==> src/rtl/tt_sweep_if.sv <==
// -----------------------------------------------------------------------------
// tt_sweep_if
// Truth-table word stream from the sweep engine to the result collector.
//   word_data  : truth-table word (most-significant word of the table first)
//   word_valid : word_data holds a word
//   word_ready : collector can take the word
//   word_last  : marks the final word of a sweep
// Handshake: a word transfers on a rising clock edge where word_valid and
// word_ready are both high. Once word_valid rises, it stays high and
// word_data/word_last stay stable until that transfer happens. word_ready
// may change freely and is allowed to depend on word_valid.
// -----------------------------------------------------------------------------
interface tt_sweep_if #(
   parameter int WORD_W = 32
);
   logic [WORD_W-1:0] word_data;
   logic              word_valid;
   logic              word_ready;
   logic              word_last;

   modport master (
      output word_data,
      output word_valid,
      output word_last,
      input  word_ready
   );

   modport slave (
      input  word_data,
      input  word_valid,
      input  word_last,
      output word_ready
   );
endinterface

==> src/rtl/tt_sweep.sv <==
// -----------------------------------------------------------------------------
// tt_sweep
// Truth-table capture engine for a 7-input, 1-output combinational block.
// After a start pulse, it drives minterms 127 down to 0 on x and samples
// f_in at the end of each cycle. It packs the samples into 32-bit words and
// emits them most-significant word first, so the stream reads as the
// function's hex classification name.
// Ports:
//   clk, rst_n : rising-edge clock, asynchronous active-low reset
//   start      : sweep request, looked at only while idle
//   x          : minterm driven to the function under test (registered)
//   f_in       : function output, combinational from x
//   busy       : sweep in progress
//   done       : one-cycle pulse after the final word is accepted
//   state_o    : current FSM state, for observation
//   word_if    : word stream (data/valid/ready/last)
// -----------------------------------------------------------------------------
module tt_sweep #(
   parameter int N_IN   = 7,
   parameter int WORD_W = 32
) (
   input  logic            clk,
   input  logic            rst_n,
   input  logic            start,
   output logic [N_IN-1:0] x,
   input  logic            f_in,
   output logic            busy,
   output logic            done,
   output logic [1:0]      state_o,
   tt_sweep_if.master      word_if
);
   localparam int NWORDS = (2 ** N_IN) / WORD_W;
   localparam int BCW    = $clog2(WORD_W);
   localparam int WCW    = (NWORDS > 1) ? $clog2(NWORDS) : 1;

   typedef enum logic [1:0] {
      IDLE  = 2'd0,
      SWEEP = 2'd1,
      FLUSH = 2'd2
   } state_t;

   state_t            state_q, state_d;
   logic [N_IN-1:0]   idx_q, idx_d;
   logic [WORD_W-2:0] cap_q, cap_d;
   logic [BCW-1:0]    bit_cnt_q, bit_cnt_d;
   logic [WCW-1:0]    word_cnt_q, word_cnt_d;
   logic [WORD_W-1:0] data_q, data_d;
   logic              valid_q, valid_d;
   logic              last_q, last_d;
   logic              busy_q, busy_d;
   logic              done_q, done_d;

   logic accept;
   logic word_end;
   logic stall;

   assign accept   = valid_q && word_if.word_ready;
   assign word_end = (bit_cnt_q == BCW'(WORD_W - 1));
   // The sample that completes a word needs the output register; it waits
   // while the previous word is still unaccepted. Other samples never wait.
   assign stall    = word_end && valid_q && !word_if.word_ready;

   always_comb begin
      state_d    = state_q;
      idx_d      = idx_q;
      cap_d      = cap_q;
      bit_cnt_d  = bit_cnt_q;
      word_cnt_d = word_cnt_q;
      data_d     = data_q;
      valid_d    = valid_q;
      last_d     = last_q;
      busy_d     = busy_q;
      done_d     = 1'b0;

      if (accept) begin
         valid_d = 1'b0;
         last_d  = 1'b0;
      end

      case (state_q)
         IDLE: begin
            if (start) begin
               state_d    = SWEEP;
               idx_d      = '1;
               bit_cnt_d  = '0;
               word_cnt_d = '0;
               busy_d     = 1'b1;
            end
         end
         SWEEP: begin
            if (!stall) begin
               cap_d     = {cap_q[WORD_W-3:0], f_in};
               bit_cnt_d = bit_cnt_q + 1'b1;
               if (word_end) begin
                  // Loading a new word overrides a same-cycle acceptance clear.
                  data_d     = {cap_q, f_in};
                  valid_d    = 1'b1;
                  last_d     = (word_cnt_q == WCW'(NWORDS - 1));
                  word_cnt_d = word_cnt_q + 1'b1;
               end
               if (idx_q == '0) begin
                  state_d = FLUSH;
               end else begin
                  idx_d = idx_q - 1'b1;
               end
            end
         end
         FLUSH: begin
            // Only the final word can be pending here; earlier words had to
            // be accepted before the following word could complete.
            if (accept && last_q) begin
               done_d  = 1'b1;
               busy_d  = 1'b0;
               state_d = IDLE;
            end
         end
         default: begin
            state_d = IDLE;
            busy_d  = 1'b0;
            valid_d = 1'b0;
            last_d  = 1'b0;
         end
      endcase
   end

   always_ff @(posedge clk or negedge rst_n) begin
      if (!rst_n) begin
         state_q    <= IDLE;
         idx_q      <= '0;
         cap_q      <= '0;
         bit_cnt_q  <= '0;
         word_cnt_q <= '0;
         data_q     <= '0;
         valid_q    <= 1'b0;
         last_q     <= 1'b0;
         busy_q     <= 1'b0;
         done_q     <= 1'b0;
      end else begin
         state_q    <= state_d;
         idx_q      <= idx_d;
         cap_q      <= cap_d;
         bit_cnt_q  <= bit_cnt_d;
         word_cnt_q <= word_cnt_d;
         data_q     <= data_d;
         valid_q    <= valid_d;
         last_q     <= last_d;
         busy_q     <= busy_d;
         done_q     <= done_d;
      end
   end

   assign x                  = idx_q;
   assign busy               = busy_q;
   assign done               = done_q;
   assign state_o            = state_q;
   assign word_if.word_data  = data_q;
   assign word_if.word_valid = valid_q;
   assign word_if.word_last  = last_q;
endmodule

==> src/flat_wrapper.sv <==
// flat-port wrapper written by rule: the top's interface ports become plain ports
module tt_sweep_flat 
#(
   parameter int N_IN   = 7,
   parameter int WORD_W = 32
)
  (clk, rst_n, start, x, f_in, busy, done, state_o, word_if_word_data, word_if_word_valid, word_if_word_last, word_if_word_ready);
  tt_sweep_if #(.WORD_W(WORD_W)) word_if_i ();
  input  logic clk;
  input  logic rst_n;
  input  logic start;
  output logic [N_IN-1:0] x;
  input  logic f_in;
  output logic busy;
  output logic done;
  output logic [1:0] state_o;
  output wire logic [$bits(word_if_i.word_data)-1:0] word_if_word_data;
  output wire logic [$bits(word_if_i.word_valid)-1:0] word_if_word_valid;
  output wire logic [$bits(word_if_i.word_last)-1:0] word_if_word_last;
  input wire logic [$bits(word_if_i.word_ready)-1:0] word_if_word_ready;
  assign word_if_word_data = word_if_i.word_data;
  assign word_if_word_valid = word_if_i.word_valid;
  assign word_if_word_last = word_if_i.word_last;
  assign word_if_i.word_ready = word_if_word_ready;
  tt_sweep #(.N_IN(N_IN), .WORD_W(WORD_W)) u_core (.clk(clk), .rst_n(rst_n), .start(start), .x(x), .f_in(f_in), .busy(busy), .done(done), .state_o(state_o), .word_if(word_if_i));
endmodule
==> config.mk <==
export PLATFORM = sky130hd
export DESIGN_NAME = tt_sweep_flat
export DESIGN_NICKNAME = d
export VERILOG_FILES = /design/src/rtl/tt_sweep_if.sv /design/src/rtl/tt_sweep.sv /design/src/flat_wrapper.sv
export SDC_FILE = /design/constraint.sdc
export NUM_CORES = 1
export LEC_CHECK = 0
export CAP_MARGIN = 30
export CORE_ASPECT_RATIO = 2
export CORE_MARGIN = 3
export CORE_UTILIZATION = 53
export DETAILED_ROUTE_END_ITERATION = 7
export PLACE_DENSITY = 0.78
export SLEW_MARGIN = 25
export SYNTH_ARGS = -nofsm -noshare
export SYNTH_HDL_FRONTEND = slang
export SYNTH_SLANG_ARGS = --single-unit
==> constraint.sdc <==
create_clock -name clk -period 2.75 [get_ports clk]
set_input_delay 0.55 -clock clk [delete_from_list [all_inputs] [get_ports clk]]
set_output_delay 0.55 -clock clk [all_outputs]
set_load 0.02 [all_outputs]
==> results_dict.tcl, run 1 <==
set metrics [dict create \
    end_kind "register" \
    vdd_drop_max_uv 592 \
    rsz0062_at_grt "false" \
    die_area_sq_um 7450 \
    htree_num_levels 3 \
    hold_path_class "in -> async" \
    drc 0 \
    start_util_pct 55.5 \
    grt_pass1_wl_um 11500 \
    gp_congestion 0.811 \
    min_period_ns 2.16 \
    worst_pin_slew_ns 0.547 \
    drive_gt1_share_pct 15.7 \
    dp_hpwl_um 4560 \
    grt_pass1_vias 2498 \
    drv_cap 0 \
    fillerInstances 467 \
    synthesis.area_sq_um 3390 \
    syn2layout_area_growth_pct 26.2 \
    die_x_um 62.6 \
    powerDensity_nw_per_um2 1170 \
    crit_path_start "u_core.bit_cnt_q[0]" \
    num_rows 40 \
    drtIter0Drc 186 \
    crit_fanout 14 \
    wirelength_um 6790 \
    firstDrtPassIters 4 \
    r2r_start "u_core.bit_cnt_q[0]" \
    cts_tree "done" \
    antennaDiodeCount 0 \
    ys_types 31 \
    hold_buffers 0 \
    maxSlewHeadroom_pct 63.5 \
    endpoint "u_core.x[2]" \
    clk_pin_slew_ns 0.06 \
    postCtsSetupBuffers 0 \
    rr_endpoint "u_core.x[2]" \
    max_freq_mhz 463 \
    multi_input_area_sq_um 1230 \
    io_pins 50 \
    status "finished clean" \
    cp.arrival_ns 2.36 \
    port_buffers 49 \
    crit_type "reg -> reg" \
    start_kind "register" \
    fin_skew_ns 0.00590 \
    fin_total_pwr_mw 5.00 \
    seqCellArea_sq_um 2080 \
    setup_viol 0 \
    clock_latency_ns 0.33 \
    vias 2379 \
    finalCritPeriodShare_pct 78.5 \
    postSynthCellCount 311 \
    finalSetupTns_ns 0 \
    vias_per_cell 5.25 \
    grt_use_total_pct 19.7 \
    die_y_um 119 \
    overflow 0 \
    r2r_slack_ns 0.59 \
    nets 375 \
    r2r_cells 7 \
    ant_nets 0 \
    cts-root-buf "clkbuf_16" \
    cts_buffers 9 \
    synth_nets 322 \
    clockBufferDepth 2 \
    grt_max_degree 45 \
    drv_slew 0 \
    yosysSeqAreaShare_pct 61.3 \
    coreArea_sq_um 6110 \
    clock-sinks 83 \
    final_util_pct 70.1 \
    grt_antenna_before_repair 0 \
    avgSynthCellArea_sq_um 10.9 \
    wl_per_cell_um 15.0 \
    synth_seq_cells 83 \
    hold_viol 0 \
    power.leakage_nw 2.07 \
    yosysWarnings 0 \
    worstPathRequired_ns 2.95 \
    cts_resized 0 \
]
==> cells in the mapped netlist, drive strengths merged <==
cell	instances	area share, %
a211oi	1	0.22
a311oi	1	0.44
a31oi	3	0.55
dfrtp	83	61
nand3	11	1.6
nand2b	2	0.37
nor2	9	1.0
xor2	3	0.78
o211a	1	0.30
and3	4	0.74
a41oi	2	0.52
and2	2	0.37
buf	11	1.7
inv	5	0.55
mux2	32	11
a21oi	3	0.44
nor3	5	0.74
mux2i	3	0.89
clkbuf	3	0.33
nand3b	1	0.22
ha	6	2.2
nand4	1	0.18
nor4	1	0.18
a22oi	1	0.22
or4	1	0.22
nand2	105	12
o21ai	9	1.3
nor2b	2	0.37
==> cell usage in the layout, fill, tap and decap left out, drive strengths merged, types with 2 or more instances in the layout <==
cell	instances
ha	6
mux2i	3
nand2b	2
o21ai	9
inv	5
clkdlybuf4s50	48
xor2	3
and2	2
clkinv	4
and3	4
a21oi	3
dfrtp	83
nor2	9
nor2b	2
a31oi	3
mux2	32
clkbuf	11
nand2	105
buf	8
nand3	11
nor3	5
a41oi	2
==> layout make-up <==
cell class / count / share of cell area, %
clock buffer: 11 / 5.91
tap: 84 / 2.46
sequential: 83 / 48.6
inverter: 5 / 0.439
clock inverter: 5 / 0.643
multi-input combinational: 209 / 28.8
timing repair buffer: 56 / 13.2
==> routing by layer <==
metal / vias to the layer above / wire length, um / global-route usage (%)
li1: 1128 / - / -
met1: 1186 / 2640 / 22.3
met2: 53 / 3810 / 34.4
met3: 12 / 201 / 4.43
met4: 0 / 145 / 9.54
met5: - / 0 / 0
==> cells by family (layout without fill, tap and decap cells) <==
logic type | after synthesis | after routing | share of synthesized area (%)
mux | 35 | 35 | 11.5
xor+xnor | 3 | 3 | 0.775
compound gates | 21 | 21 | 4.02
fa+ha+maj | 6 | 6 | 2.21
simple gates | 144 | 144 | 17.6
buf+inv | 19 | 77 | 2.58
flops | 83 | 83 | 61.3
==> report_power, final <==
group          switching [mW]  internal [mW]
combinational           0.847          0.869
sequential              0.421           1.76
clock                   0.451          0.653
total                    1.72           3.28
==> registers in the layout (all words and copies together) (netlist names) <==
signal	flops
u_core.word_if.word_last	1
u_core.done	1
u_core.x	7
u_core.bit_cnt_q	5
u_core.word_if.word_valid	1
u_core.cap_q	31
u_core.busy	1
u_core.word_cnt_q	2
u_core.word_if.word_data	32
u_core.state_o	2
==> worst min-delay path by stage <==
stage	slack, ns	cells past startpoint	from	to
after floorplan	0.25	0	rst_n	u_core.bit_cnt_q[0]
after global placement	0.46	2	u_core.cap_q[30]	u_core.cap_q[30]
after detailed placement	0.46	2	u_core.cap_q[30]	u_core.cap_q[30]
after CTS	0.23	1	rst_n	u_core.word_if.word_data[27]
after global routing	0.23	1	rst_n	u_core.word_if.word_data[24]
final	0.21	1	rst_n	u_core.word_if.word_data[24]
==> critical path, cell delays in order (launching register included) <==
cell and delay (ns):
dfrtp_1 0.42, ha_1 0.23, and3_1 0.21, ha_1 0.23, nand3b_1 0.20, and2_1 0.38, buf_4 0.26, a31oi_1 0.10
==> metrics by stage <==
step	setup slack [ns]	instances	hold slack [ns]	area, sq um
final	0.590	453	0.207	4280
after global routing	0.478	453	0.229	4280
after CTS	0.609	453	0.225	4280
after detailed placement	0.607	437	0.459	4000
after global placement	0.628	437	0.457	4000
after floorplan	0.743	311	0.254	3390
Power figures use the tool's default switching activity.
==> inputs of run 2 (changes only) <==
==> constraint.sdc (replaced) <==
create_clock -name clk -period 2 [get_ports clk]
set_input_delay 0.4 -clock clk [delete_from_list [all_inputs] [get_ports clk]]
set_output_delay 0.4 -clock clk [all_outputs]
set_load 0.02 [all_outputs]
==> run 2 against run 1 <==
  * Final area up 1.3%
  * Largest cell class unchanged
  * Worst setup slack got worse by 0.49 ns
  * Register-to-register slack lost 0.49 ns
  * Combinational power grew 42%
  * Power is 37% higher
  * Clock skew increased by 0.00061 ns
  * Global-route usage up 1.1 points
  * Non-clock buffer count grew 9
  * Maximum frequency increased by 14%
  * Flip-flop and latch count unchanged
  * Largest power group unchanged
  * Die area unchanged
  * Sequential share of layout area is 0.62 points lower
==> results_dict.tcl, run 2 (synthesis gave the netlist of run 1 again) <==
set metrics [dict create \
    port_buffers 49 \
    crit_fanout 16 \
    p_sw_mw 2.35 \
    clockBufferDepth 2 \
    maxSlewHeadroom_pct 71.5 \
    grt_pass1_vias 2510 \
    rr_endpoint "u_core.x[2]" \
    final_common_cell "nand2_1" \
    p_int_mw 4.52 \
    min_period_ns 1.90 \
    die_y_um 119 \
    hold_viol 0 \
    finalSetupTns_ns 0 \
    firstDrtPassIters 4 \
    combPwrFrac_pct 35.7 \
    ant_nets 0 \
    coreArea_sq_um 6110 \
    power_switching_share_pct 34.2 \
    end_kind "register" \
    cts_tree "done" \
    p_seq_share_pct 43.0 \
    r2r_slack_ns 0.10 \
    wirelength_um 6870 \
    vias 2418 \
    timing.final.ws_setup_ns 0.101 \
    start_kind "register" \
    die_area_sq_um 7450 \
    crit_family "simple AND/OR/NAND/NOR gates" \
    setup_viol 0 \
    vdd_drop_max_uv 815 \
    start_util_pct 55.5 \
    die_x_um 62.6 \
    fin_skew_ns 0.00651 \
    crit_type "reg -> reg" \
    largest_register_ffs 32 \
    drv_cap 0 \
    cpMostUsedCell "ha_1" \
    cts_buffers 9 \
    overflow 0 \
    r2r_start "u_core.bit_cnt_q[0]" \
    power.leakage_nw 2.10 \
    slowest_stage "dfrtp_1" \
    pre_cts_ws_ns 0.0526 \
    drv_slew 0 \
    hold_buffers 0 \
    worstPathRequired_ns 2.20 \
    antennaDiodeCount 0 \
    drc 0 \
    status "finished clean" \
    path_cells "ha_1, and3_1, ha_1, nand3b_1, and2_1, buf_4, a31oi_1" \
    grt_pass1_wl_um 12100 \
    num_rows 40 \
    cts-root-buf "clkbuf_16" \
    max_freq_mhz 527 \
    wl_per_cell_um 14.9 \
    powerDensity_nw_per_um2 1590 \
    clk_pin_slew_ns 0.06 \
    worst_pin_slew_ns 0.427 \
    nets 384 \
    layout_common_cells "nand2_1, dfrtp_1, clkdlybuf4s50_1, mux2_2, buf_4" \
    rsz0062_at_grt "true" \
    clock_latency_ns 0.33 \
    clock-sinks 83 \
    clkPwrFrac_pct 21.3 \
    drive_gt1_share_pct 17.0 \
    path_buf_inv 1 \
    cp.arrival_ns 2.10 \
    hold_path_class "in -> async" \
    finalCritPeriodShare_pct 95.0 \
    grt_max_degree 34 \
    htree_num_levels 3 \
    grt_use_total_pct 20.8 \
    drtIter0Drc 210 \
    io_pins 50 \
    gp_congestion 0.794 \
    syn2layout_area_growth_pct 27.8 \
    vias_per_cell 5.25 \
    r2r_cells 7 \
    grt_antenna_before_repair 0 \
    slowest_delay_ns 0.38 \
    dp_hpwl_um 4750 \
]
==> run 2: power by group through the flow <==
| stage | clock, mW | sequential [mW] | combinational, mW |
|---|---|---|---|
| finish | 1.46 | 2.95 | 2.45 |
| global placement | 0 | 2.95 | 2.39 |
| global route | 1.57 | 3.06 | 2.70 |
| detailed placement | 0 | 2.99 | 2.46 |
| CTS | 1.49 | 2.96 | 2.48 |
| floorplan | 0 | 3.32 | 0.929 |
==> run 2: what timing repair did <==
item | in CTS | in global routing
resized for setup | 0 | 3
endpoints found under the setup margin | 0 | 14
buffers inserted | 0 | 1
==> run 2: worst register-to-register path: stages, from the launching register on <==
cell	delay (ns)
dfrtp_1	0.38
ha_1	0.22
and3_1	0.20
ha_1	0.20
nand3b_1	0.20
and2_1	0.22
buf_4	0.23
a31oi_1	0.12
==> run 2: routing by layer <==
metal | up-vias | track usage (%) | wire length (um)
met5 | - | 0 | 0
met4 | 0 | 10.4 | 145
met3 | 10 | 4.25 | 209
met2 | 48 | 37.3 | 3850
met1 | 1205 | 22.9 | 2660
li1 | 1155 | - | -
==> run 2: worst max path at each step <==
stage / startpoint / to / slack (ns) / cells after the start
2_1_floorplan: u_core.bit_cnt_q[0] / u_core.cap_q[10] / 0.09 / 9
3_3_place_gp: word_if_word_ready / u_core.word_if.word_data[18] / 0.12 / 5
3_5_place_dp: u_core.bit_cnt_q[0] / u_core.x[5] / 0.05 / 7
4_1_cts: u_core.bit_cnt_q[0] / u_core.x[5] / 0.02 / 7
5_1_grt: u_core.bit_cnt_q[0] / u_core.x[2] / -0.02 / 7
6_report: u_core.bit_cnt_q[0] / u_core.x[2] / 0.10 / 7
==> run 2: area by class of cell <==
cell class              count  area, sq um
well taps                  84          105
clock buffers              12          246
fillers                   482         1770
flip-flops and latches     83         2080
repair buffers             65          637
multi-input cells         209         1230
clock inverters             3         15.0
inverters                   5         18.8
==> run 2: per-stage QoR <==
stage                     util [%]  instances  power, mW  hold slack, ns  area (sq um)
final                         71.0        461       6.87          0.0107          4330
after global routing          71.0        461       7.32          0.0282          4330
after CTS                     70.7        460       6.94          0.0155          4310
after detailed placement      66.4        445       5.45           0.371          4050
after global placement        66.4        445       5.34           0.368          4050
after floorplan                  -        311       4.25           0.104          3390
